$ cat src/rtl/enemy_pkg.sv
// rtl/enemy_pkg.sv - shared types, sprite defaults and respawn helpers for the enemy fleet
package enemy_pkg;

  typedef enum logic [1:0] {
    FALL    = 2'd0,
    EXPLODE = 2'd1,
    DEAD    = 2'd2
  } slot_state_e;

  localparam int SPRITE_W_DEF = 50;
  localparam int SPRITE_H_DEF = 50;

  // Next respawn column: advance by x_step, wrap back to x_min once the sprite would leave the screen.
  function automatic logic [9:0] respawn_x(input logic [9:0] cur_x, input int x_min,
                                           input int x_step, input int x_max);
    logic [10:0] nx;
    logic [9:0]  res;
    nx = {1'b0, cur_x} + 11'(x_step);
    if (nx > 11'(x_max)) res = 10'(x_min);
    else                 res = nx[9:0];
    return res;
  endfunction

  // Reset column of slot idx: x_min stepped idx times through the respawn rule.
  function automatic logic [9:0] init_x(input int idx, input int x_min,
                                        input int x_step, input int x_max);
    logic [9:0] xv;
    xv = 10'(x_min);
    for (int i = 0; i < idx; i++) xv = respawn_x(xv, x_min, x_step, x_max);
    return xv;
  endfunction

endpackage

$ cat src/rtl/enemy_slot.sv
// rtl/enemy_slot.sv - one enemy plane: fall/explode/dead FSM, explosion counter and position
module enemy_slot
  import enemy_pkg::*;
#(
  parameter int         SCREEN_W   = 640,
  parameter int         SPRITE_W   = SPRITE_W_DEF,
  parameter int         Y_LIMIT    = 430,
  parameter int         X_MIN      = 120,
  parameter int         X_STEP     = 100,
  parameter int         BOOM_TICKS = 255,
  parameter logic [9:0] INIT_X     = 10'd120
) (
  input  logic       clk,
  input  logic       rst,
  input  logic       move_tick,
  input  logic       boom,
  input  logic       revive,
  input  logic [2:0] step,
  output logic [9:0] pos_x,
  output logic [9:0] pos_y,
  output logic       alive,
  output logic       visible,
  output logic       exploding,
  output logic       kill_now
);

  localparam int          X_MAX    = SCREEN_W - SPRITE_W;
  localparam logic [10:0] Y_LIM11  = 11'(Y_LIMIT);
  localparam logic [7:0]  BOOM_END = 8'(BOOM_TICKS);

  slot_state_e state_q, state_d;
  logic [9:0]  x_q, x_d, y_q, y_d;
  logic [7:0]  cnt_q, cnt_d;
  logic [10:0] y_stepped;
  logic [9:0]  x_resp;
  logic [7:0]  cnt_inc;

  assign y_stepped = {1'b0, y_q} + {8'd0, step};
  assign x_resp    = respawn_x(x_q, X_MIN, X_STEP, X_MAX);
  assign cnt_inc   = cnt_q + 8'd1;

  // State, position and explosion counter registers.
  always_ff @(posedge clk or negedge rst) begin
    if (!rst) begin
      state_q <= FALL;
      x_q     <= INIT_X;
      y_q     <= 10'd0;
      cnt_q   <= 8'd0;
    end else begin
      state_q <= state_d;
      x_q     <= x_d;
      y_q     <= y_d;
      cnt_q   <= cnt_d;
    end
  end

  // Next state and datapath; nothing moves except on a motion tick.
  always_comb begin
    state_d = state_q;
    x_d     = x_q;
    y_d     = y_q;
    cnt_d   = cnt_q;
    if (move_tick) begin
      case (state_q)
        FALL: begin
          if (boom) begin
            state_d = EXPLODE;
            cnt_d   = 8'd1;
          end else if (revive || (y_stepped >= Y_LIM11)) begin
            x_d = x_resp;
            y_d = 10'd0;
          end else begin
            y_d = y_stepped[9:0];
          end
        end
        EXPLODE: begin
          cnt_d = cnt_inc;
          if (cnt_inc == BOOM_END) state_d = DEAD;
        end
        DEAD: begin
          if (revive) begin
            state_d = FALL;
            x_d     = x_resp;
            y_d     = 10'd0;
          end
        end
        default: state_d = FALL;
      endcase
    end
  end

  // Status decode for the fleet-level scoring and pixel logic.
  always_comb begin
    alive     = (state_q == FALL);
    visible   = (state_q != DEAD);
    exploding = (state_q == EXPLODE);
    kill_now  = move_tick && boom && (state_q == FALL);
  end

  assign pos_x = x_q;
  assign pos_y = y_q;

endmodule

$ cat src/rtl/enemy_fleet_ctrl.sv
// rtl/enemy_fleet_ctrl.sv - N-slot enemy fleet: slot array, kill scoring, pixel owner mux; SPEED_RAMP_EN enables kill-based fall speed
module enemy_fleet_ctrl
  import enemy_pkg::*;
#(
  parameter int N_ENEMY    = 4,
  parameter int SPRITE_W   = SPRITE_W_DEF,
  parameter int SPRITE_H   = SPRITE_H_DEF,
  parameter int SCREEN_W   = 640,
  parameter int Y_LIMIT    = 430,
  parameter int X_MIN      = 120,
  parameter int X_STEP     = 100,
  parameter int BOOM_TICKS = 255
) (
  input  logic                   clk,
  input  logic                   rst,
  input  logic                   move_tick,
  input  logic [N_ENEMY-1:0]     boom,
  input  logic [N_ENEMY-1:0]     revive,
  input  logic [9:0]             x,
  input  logic [9:0]             y,
  output logic [10*N_ENEMY-1:0]  enemy_x,
  output logic [10*N_ENEMY-1:0]  enemy_y,
  output logic [N_ENEMY-1:0]     alive,
  output logic                   pix_en,
  output logic [2:0]             pix_slot,
  output logic                   pix_boom,
  output logic [11:0]            pix_addr,
  output logic                   kill_pulse,
  output logic [15:0]            kill_count
);

  localparam logic [9:0]  SW10 = 10'(SPRITE_W);
  localparam logic [9:0]  SH10 = 10'(SPRITE_H);
  localparam logic [11:0] SW12 = 12'(SPRITE_W);

  logic [N_ENEMY-1:0] visible, exploding, kill_now, hit;
  logic [9:0]         dx [N_ENEMY];
  logic [9:0]         dy [N_ENEMY];
  logic [2:0]         step;
  logic [3:0]         kill_pc;
  logic [16:0]        kc_sum;
  logic               hit_en, hit_boom;
  logic [2:0]         hit_slot;
  logic [11:0]        hit_addr;

`ifdef SPEED_RAMP_EN
  // Fall speed grows by one pixel per 16 kills, capped at four.
  always_comb begin
    step = 3'd1 + {1'b0, ((kill_count[15:6] != 10'd0) ? 2'd3 : kill_count[5:4])};
  end
`else
  assign step = 3'd1;
`endif

  for (genvar i = 0; i < N_ENEMY; i++) begin : g_slot
    enemy_slot #(
      .SCREEN_W  (SCREEN_W),
      .SPRITE_W  (SPRITE_W),
      .Y_LIMIT   (Y_LIMIT),
      .X_MIN     (X_MIN),
      .X_STEP    (X_STEP),
      .BOOM_TICKS(BOOM_TICKS),
      .INIT_X    (init_x(i, X_MIN, X_STEP, SCREEN_W - SPRITE_W))
    ) u_slot (
      .clk      (clk),
      .rst      (rst),
      .move_tick(move_tick),
      .boom     (boom[i]),
      .revive   (revive[i]),
      .step     (step),
      .pos_x    (enemy_x[10*i +: 10]),
      .pos_y    (enemy_y[10*i +: 10]),
      .alive    (alive[i]),
      .visible  (visible[i]),
      .exploding(exploding[i]),
      .kill_now (kill_now[i])
    );

    // Unsigned offsets wrap for pixels left of/above the box, so one compare bounds both sides.
    assign dx[i]  = x - enemy_x[10*i +: 10];
    assign dy[i]  = y - enemy_y[10*i +: 10];
    assign hit[i] = (dx[i] < SW10) && (dy[i] < SH10) && visible[i];
  end

  // Number of slots that entered EXPLODE on this tick.
  always_comb begin
    kill_pc = 4'd0;
    for (int i = 0; i < N_ENEMY; i++) kill_pc = kill_pc + {3'd0, kill_now[i]};
  end

  assign kc_sum = {1'b0, kill_count} + {13'd0, kill_pc};

  // Kill pulse and saturating kill total.
  always_ff @(posedge clk or negedge rst) begin
    if (!rst) begin
      kill_pulse <= 1'b0;
      kill_count <= 16'd0;
    end else begin
      kill_pulse <= |kill_now;
      kill_count <= kc_sum[16] ? 16'hFFFF : kc_sum[15:0];
    end
  end

  // Pixel owner: scan from the top index down so the lowest hit index ends up winning.
  always_comb begin
    hit_en   = 1'b0;
    hit_slot = 3'd0;
    hit_boom = 1'b0;
    hit_addr = 12'd0;
    for (int i = N_ENEMY - 1; i >= 0; i--) begin
      if (hit[i]) begin
        hit_en   = 1'b1;
        hit_slot = 3'(i);
        hit_boom = exploding[i];
        hit_addr = {2'b00, dx[i]} + ({2'b00, dy[i]} * SW12);
      end
    end
  end

  // Registered pixel outputs feeding the external sprite ROM stage.
  always_ff @(posedge clk or negedge rst) begin
    if (!rst) begin
      pix_en   <= 1'b0;
      pix_slot <= 3'd0;
      pix_boom <= 1'b0;
      pix_addr <= 12'd0;
    end else begin
      pix_en   <= hit_en;
      pix_slot <= hit_slot;
      pix_boom <= hit_boom;
      pix_addr <= hit_addr;
    end
  end

endmodule

$ cat config.mk
export PLATFORM = sky130hd
export DESIGN_NAME = enemy_fleet_ctrl
export DESIGN_NICKNAME = d
export VERILOG_FILES = /design/src/rtl/enemy_pkg.sv /design/src/rtl/enemy_slot.sv /design/src/rtl/enemy_fleet_ctrl.sv
export SDC_FILE = /design/constraint.sdc
export NUM_CORES = 1
export LEC_CHECK = 0
export BUFFER_PORTS_ARGS = -buffer_cell sky130_fd_sc_hd__buf_4
export CAP_MARGIN = 20
export CORE_MARGIN = 1
export CORE_UTILIZATION = 60
export CTS_CLUSTER_SIZE = 8
export DETAILED_ROUTE_END_ITERATION = 7
export HOLD_SLACK_MARGIN = 0.03
export MAX_ROUTING_LAYER = met4
export PLACE_DENSITY = 0.92
export SLEW_MARGIN = 15
export SYNTH_ARGS = -nofsm -noshare
export SYNTH_HDL_FRONTEND = slang
export SYNTH_SLANG_ARGS = --single-unit
$ cat constraint.sdc
create_clock -name clk -period 6.3 [get_ports clk]
set_input_delay 0.945 -clock clk [delete_from_list [all_inputs] [get_ports clk]]
set_output_delay 0.945 -clock clk [all_outputs]
set_load 0.005 [all_outputs]
==> results by group <==
Power
  – Leak pwr: 8.25 nW
  – Total power: 11.4 mW
  – VDD IR max: 693 µV
  – Power Density: 656 nW/µm²

Die
  – # rows: 58
  – Core Footprint: 25,300 µm²
  – Boundary Pins: 149
  – Die area: 26,500 µm²
  – Initial Utilization: 61.3%
  – Chip width: 163 µm
  – Die H: 163 µm

Worst hold path
  – Worst Hold Class: in2async

CTS
  – CTS tree: yes
  – CTS Buf Count: 17
  – Clock Latency Late Sink: 0.45 ns
  – CTS resizes: 0
  – CTS Hold Bufs: 0
  – Clock slew at reported path FFs: 0.07 ns
  – CTS Buffer Depth: 2
  – Clock root buffer: clkbuf_16
  – Setup bufs post-CTS: 0
  – H-tree Lvls: 4
  – Clock sinks: 145

Critical path
  – CP Class: in2reg
  – Worst Path Arrival: 5.66 ns
  – Slowest stage delay, CP: 0.53 ns
  – Worst Setup End Kind: register
  – Crit-path slowest cell: fa_1
  – Crit path top cell by count: ha_1
  – Top Family by Delay on Critical Path: adder cells
  – Cell Chain, Critical Path: buf_4, inv_1, ha_1, inv_1, fa_1, a21o_1, a21oi_1, xnor2_1, ha_1, ha_1, inv_1, fa_1, inv_1, ha_1, a21oi_1, xnor2_1, ha_1, a21oi_1, o21ai_0, nand2_1, xnor2_1, a221oi_1, o22ai_1
  – CP Launch Type: input pin
  – Flop-to-flop setup slack: 1.03 ns
  – Worst path bufs/invs: 5
  – Max FO, Critical Path: 4
  – Required time worst endpoint: 6.60 ns

Timing
  – Minimum clock period: 5.37 ns
  – Fin. max-slew vios: 0
  – Final Cycle Share: 85.2%
  – Fmax: 186 MHz
  – Clk_skew: 0.0143 ns
  – RSZ-0062 raised after global routing: false
  – # setup viols final: 0
  – Setup_tns: 0 ns
  – Endpoints failing hold: 0
  – Worst slew pin tran: 0.891 ns
  – Final Worst Setup Slack: 0.933 ns
  – Slew HR: 39.0%
  – Hold_ws: 0.523 ns

Global route
  – Vias in the first global route: 14,000
  – Largest net degree at the start of global routing: 93
  – First-pass GRT wire length: 67.9 mm
  – Total GRT Usage: 32.8%
  – Total gr overflow: 0
  – Initial antenna violation count: 0

Placement
  – Placement Setup Slack: 0.578 ns
  – RD Place Congestion: 0.938
  – Post-DP Area: 16,800 µm²
  – Placed insts: 2,324
  – Number of port buffers: 139
  – DP Wirelength: 32.0 mm

Routing
  – Wire length per cell: 17.7 µm
  – DRC: 0
  – Antenna-violating nets left: 0
  – DR iter-0 viols: 1,664
  – Drt total wl: 41.8 mm
  – Pre-antenna DRT Iters: 7
  – Vias: 14,800
  – Via density: 6.26

Synthesis
  – Asr flop ratio synth: 100%
  – Sequential fraction of the synthesis area: 23.5%
  – Unique masters post-synth: 80
  – Cells after synthesis: 1,899
  – XOR/XNOR share of the synthesized area: 8.12%
  – Compound-Gate Fraction of Synth Area: 21.3%
  – Syn_area_per_cell: 8.18 µm²
  – Post-synth top flop: dfrtp_1
  – Synthesized cell area: 15,500 µm²
  – Flops & latches, synth: 145
  – Simple-gate share of the synthesized area: 18.5%
  – Mux contribution to synthesized area: 0.274%
  – Yosys Warn Count: 0
  – Largest family of logic cells by synthesized area: adder cells
  – Post-synth EDFFs: 0
  – Synth Area in Adders: 21.9%

Finish
  – Fill count: 1,932
  – Core Util, Final: 68.6%
  – Post-route design area: 17,400 µm²
  – Area of the multi-input gates: 10,900 µm²
  – Final std cells w/o fill: 2,357
  – Layout cells sized above 1: 11.0%
  – N_diodes: 0
  – Nets: 2,296
  – Syn-to-layout area delta: 11.8%
  – FF+latch area: 3650 µm²

Flow run
  – Max Cap Violations: 0

Outcome
  – Outcome: finished clean
[final cells by class]
cell class / count / area share, %
clock buffer: 19 / 2.61
clock inverter: 13 / 0.807
inverter: 196 / 4.23
multi-input combinational: 1513 / 62.9
sequential: 145 / 21.0
tap: 330 / 2.38
timing repair buffer: 141 / 6.11
[Yosys cell counts, drive strengths merged (5+ instances only)]
cell	count	share of area, %
a211oi	17	0.85
a21boi	7	0.34
a21o	33	1.6
a21oi	124	4.0
a22o	5	0.28
a31oi	18	0.72
and2	19	0.78
and3	29	1.2
and4	7	0.39
buf	20	0.88
clkbuf	33	0.80
dfrtp	130	21
dfstp	15	2.5
fa	35	4.5
ha	216	17
inv	196	4.7
nand2	158	3.8
nand2b	24	0.97
nand3	60	1.9
nand3b	11	0.53
nand4	15	0.64
nor2	124	3.0
nor2b	23	0.93
nor3	40	1.3
nor3b	8	0.39
nor4	7	0.28
o2111ai	9	0.51
o211ai	12	0.58
o21a	15	0.72
o21ai	180	5.8
o21bai	13	0.63
o22ai	14	0.56
o31a	11	0.62
o31ai	22	1.1
o41ai	7	0.39
or2	18	0.72
or3	11	0.44
or4	7	0.34
xnor2	82	4.6
xor2	62	3.5
[where the power goes]
group          switching [mW]  total, mW  leakage, nW  internal [mW]
clock network           0.486       1.07        0.293          0.580
registers               0.302       1.44         1.87           1.14
logic                    4.99       8.89         6.09           3.90
[registers in the layout (all words and copies together), names as in the netlist]
register and count:
g_slot.u_slot.pos_y 40, pix_en 1, g_slot.u_slot.cnt_q 32, g_slot.u_slot.state_q 8
kill_pulse 1, pix_boom 1, kill_count 16, g_slot.u_slot.pos_x 32
pix_slot 2, pix_addr 12
[routing by layer]
metal	part of all wire [%]	vias up	track usage [%]
li1	-	6944	-
met1	42	6951	40.7
met2	46	698	52.2
met3	7.6	172	5.45
met4	4.4	0	14.7
met5	0	-	-
[logic make-up after synthesis]
logic type                 Yosys count
xor gates and xnor gates           144
muxes                                4
DFF                                145
and+or+nand+nor                    575
adders and majority gates          251
buffers and inverters              249
other                                1
AOI/OAI and AO/OA                  530
[path summary, 6_finish.rpt]
check                                                from                   endpoint  depth (start not counted)
worst max register to register  g_slot[2].u_slot.pos_y[1]               pix_addr[11]                         21
max in group asynchronous                             rst  g_slot[2].u_slot.pos_y[6]                          2
worst max-delay path                                 y[0]               pix_addr[11]                         23
min in group clk                g_slot[3].u_slot.cnt_q[4]  g_slot[3].u_slot.cnt_q[4]                          1
worst min-delay path                                  rst  g_slot[3].u_slot.pos_x[4]                          1
worst min register to register  g_slot[3].u_slot.cnt_q[4]  g_slot[3].u_slot.cnt_q[4]                          1
[placed cells by master, fill, tap and decap left out, drive strengths merged, types with 29 or more instances in the layout]
cell type,Yosys,routed
nand3,60,60
a21oi,124,124
o21ai,180,180
xor2,62,62
nand2,158,158
fa,35,35
inv,196,203
buf,20,141
nor2,124,124
dfrtp,130,130
a21o,33,33
ha,216,216
and3,29,29
xnor2,82,82
nor3,40,40
[worst register-to-register path: cells and delay by family, from the launching register on]
family          cells  cell delay, ns
simple gates        2            0.22
xor+xnor            2            0.30
buf+inv             3            0.26
fa+ha+maj           6            2.02
flops               1            0.49
compound gates      8            1.83
No activity file was read; power rests on OpenSTA's default activity.
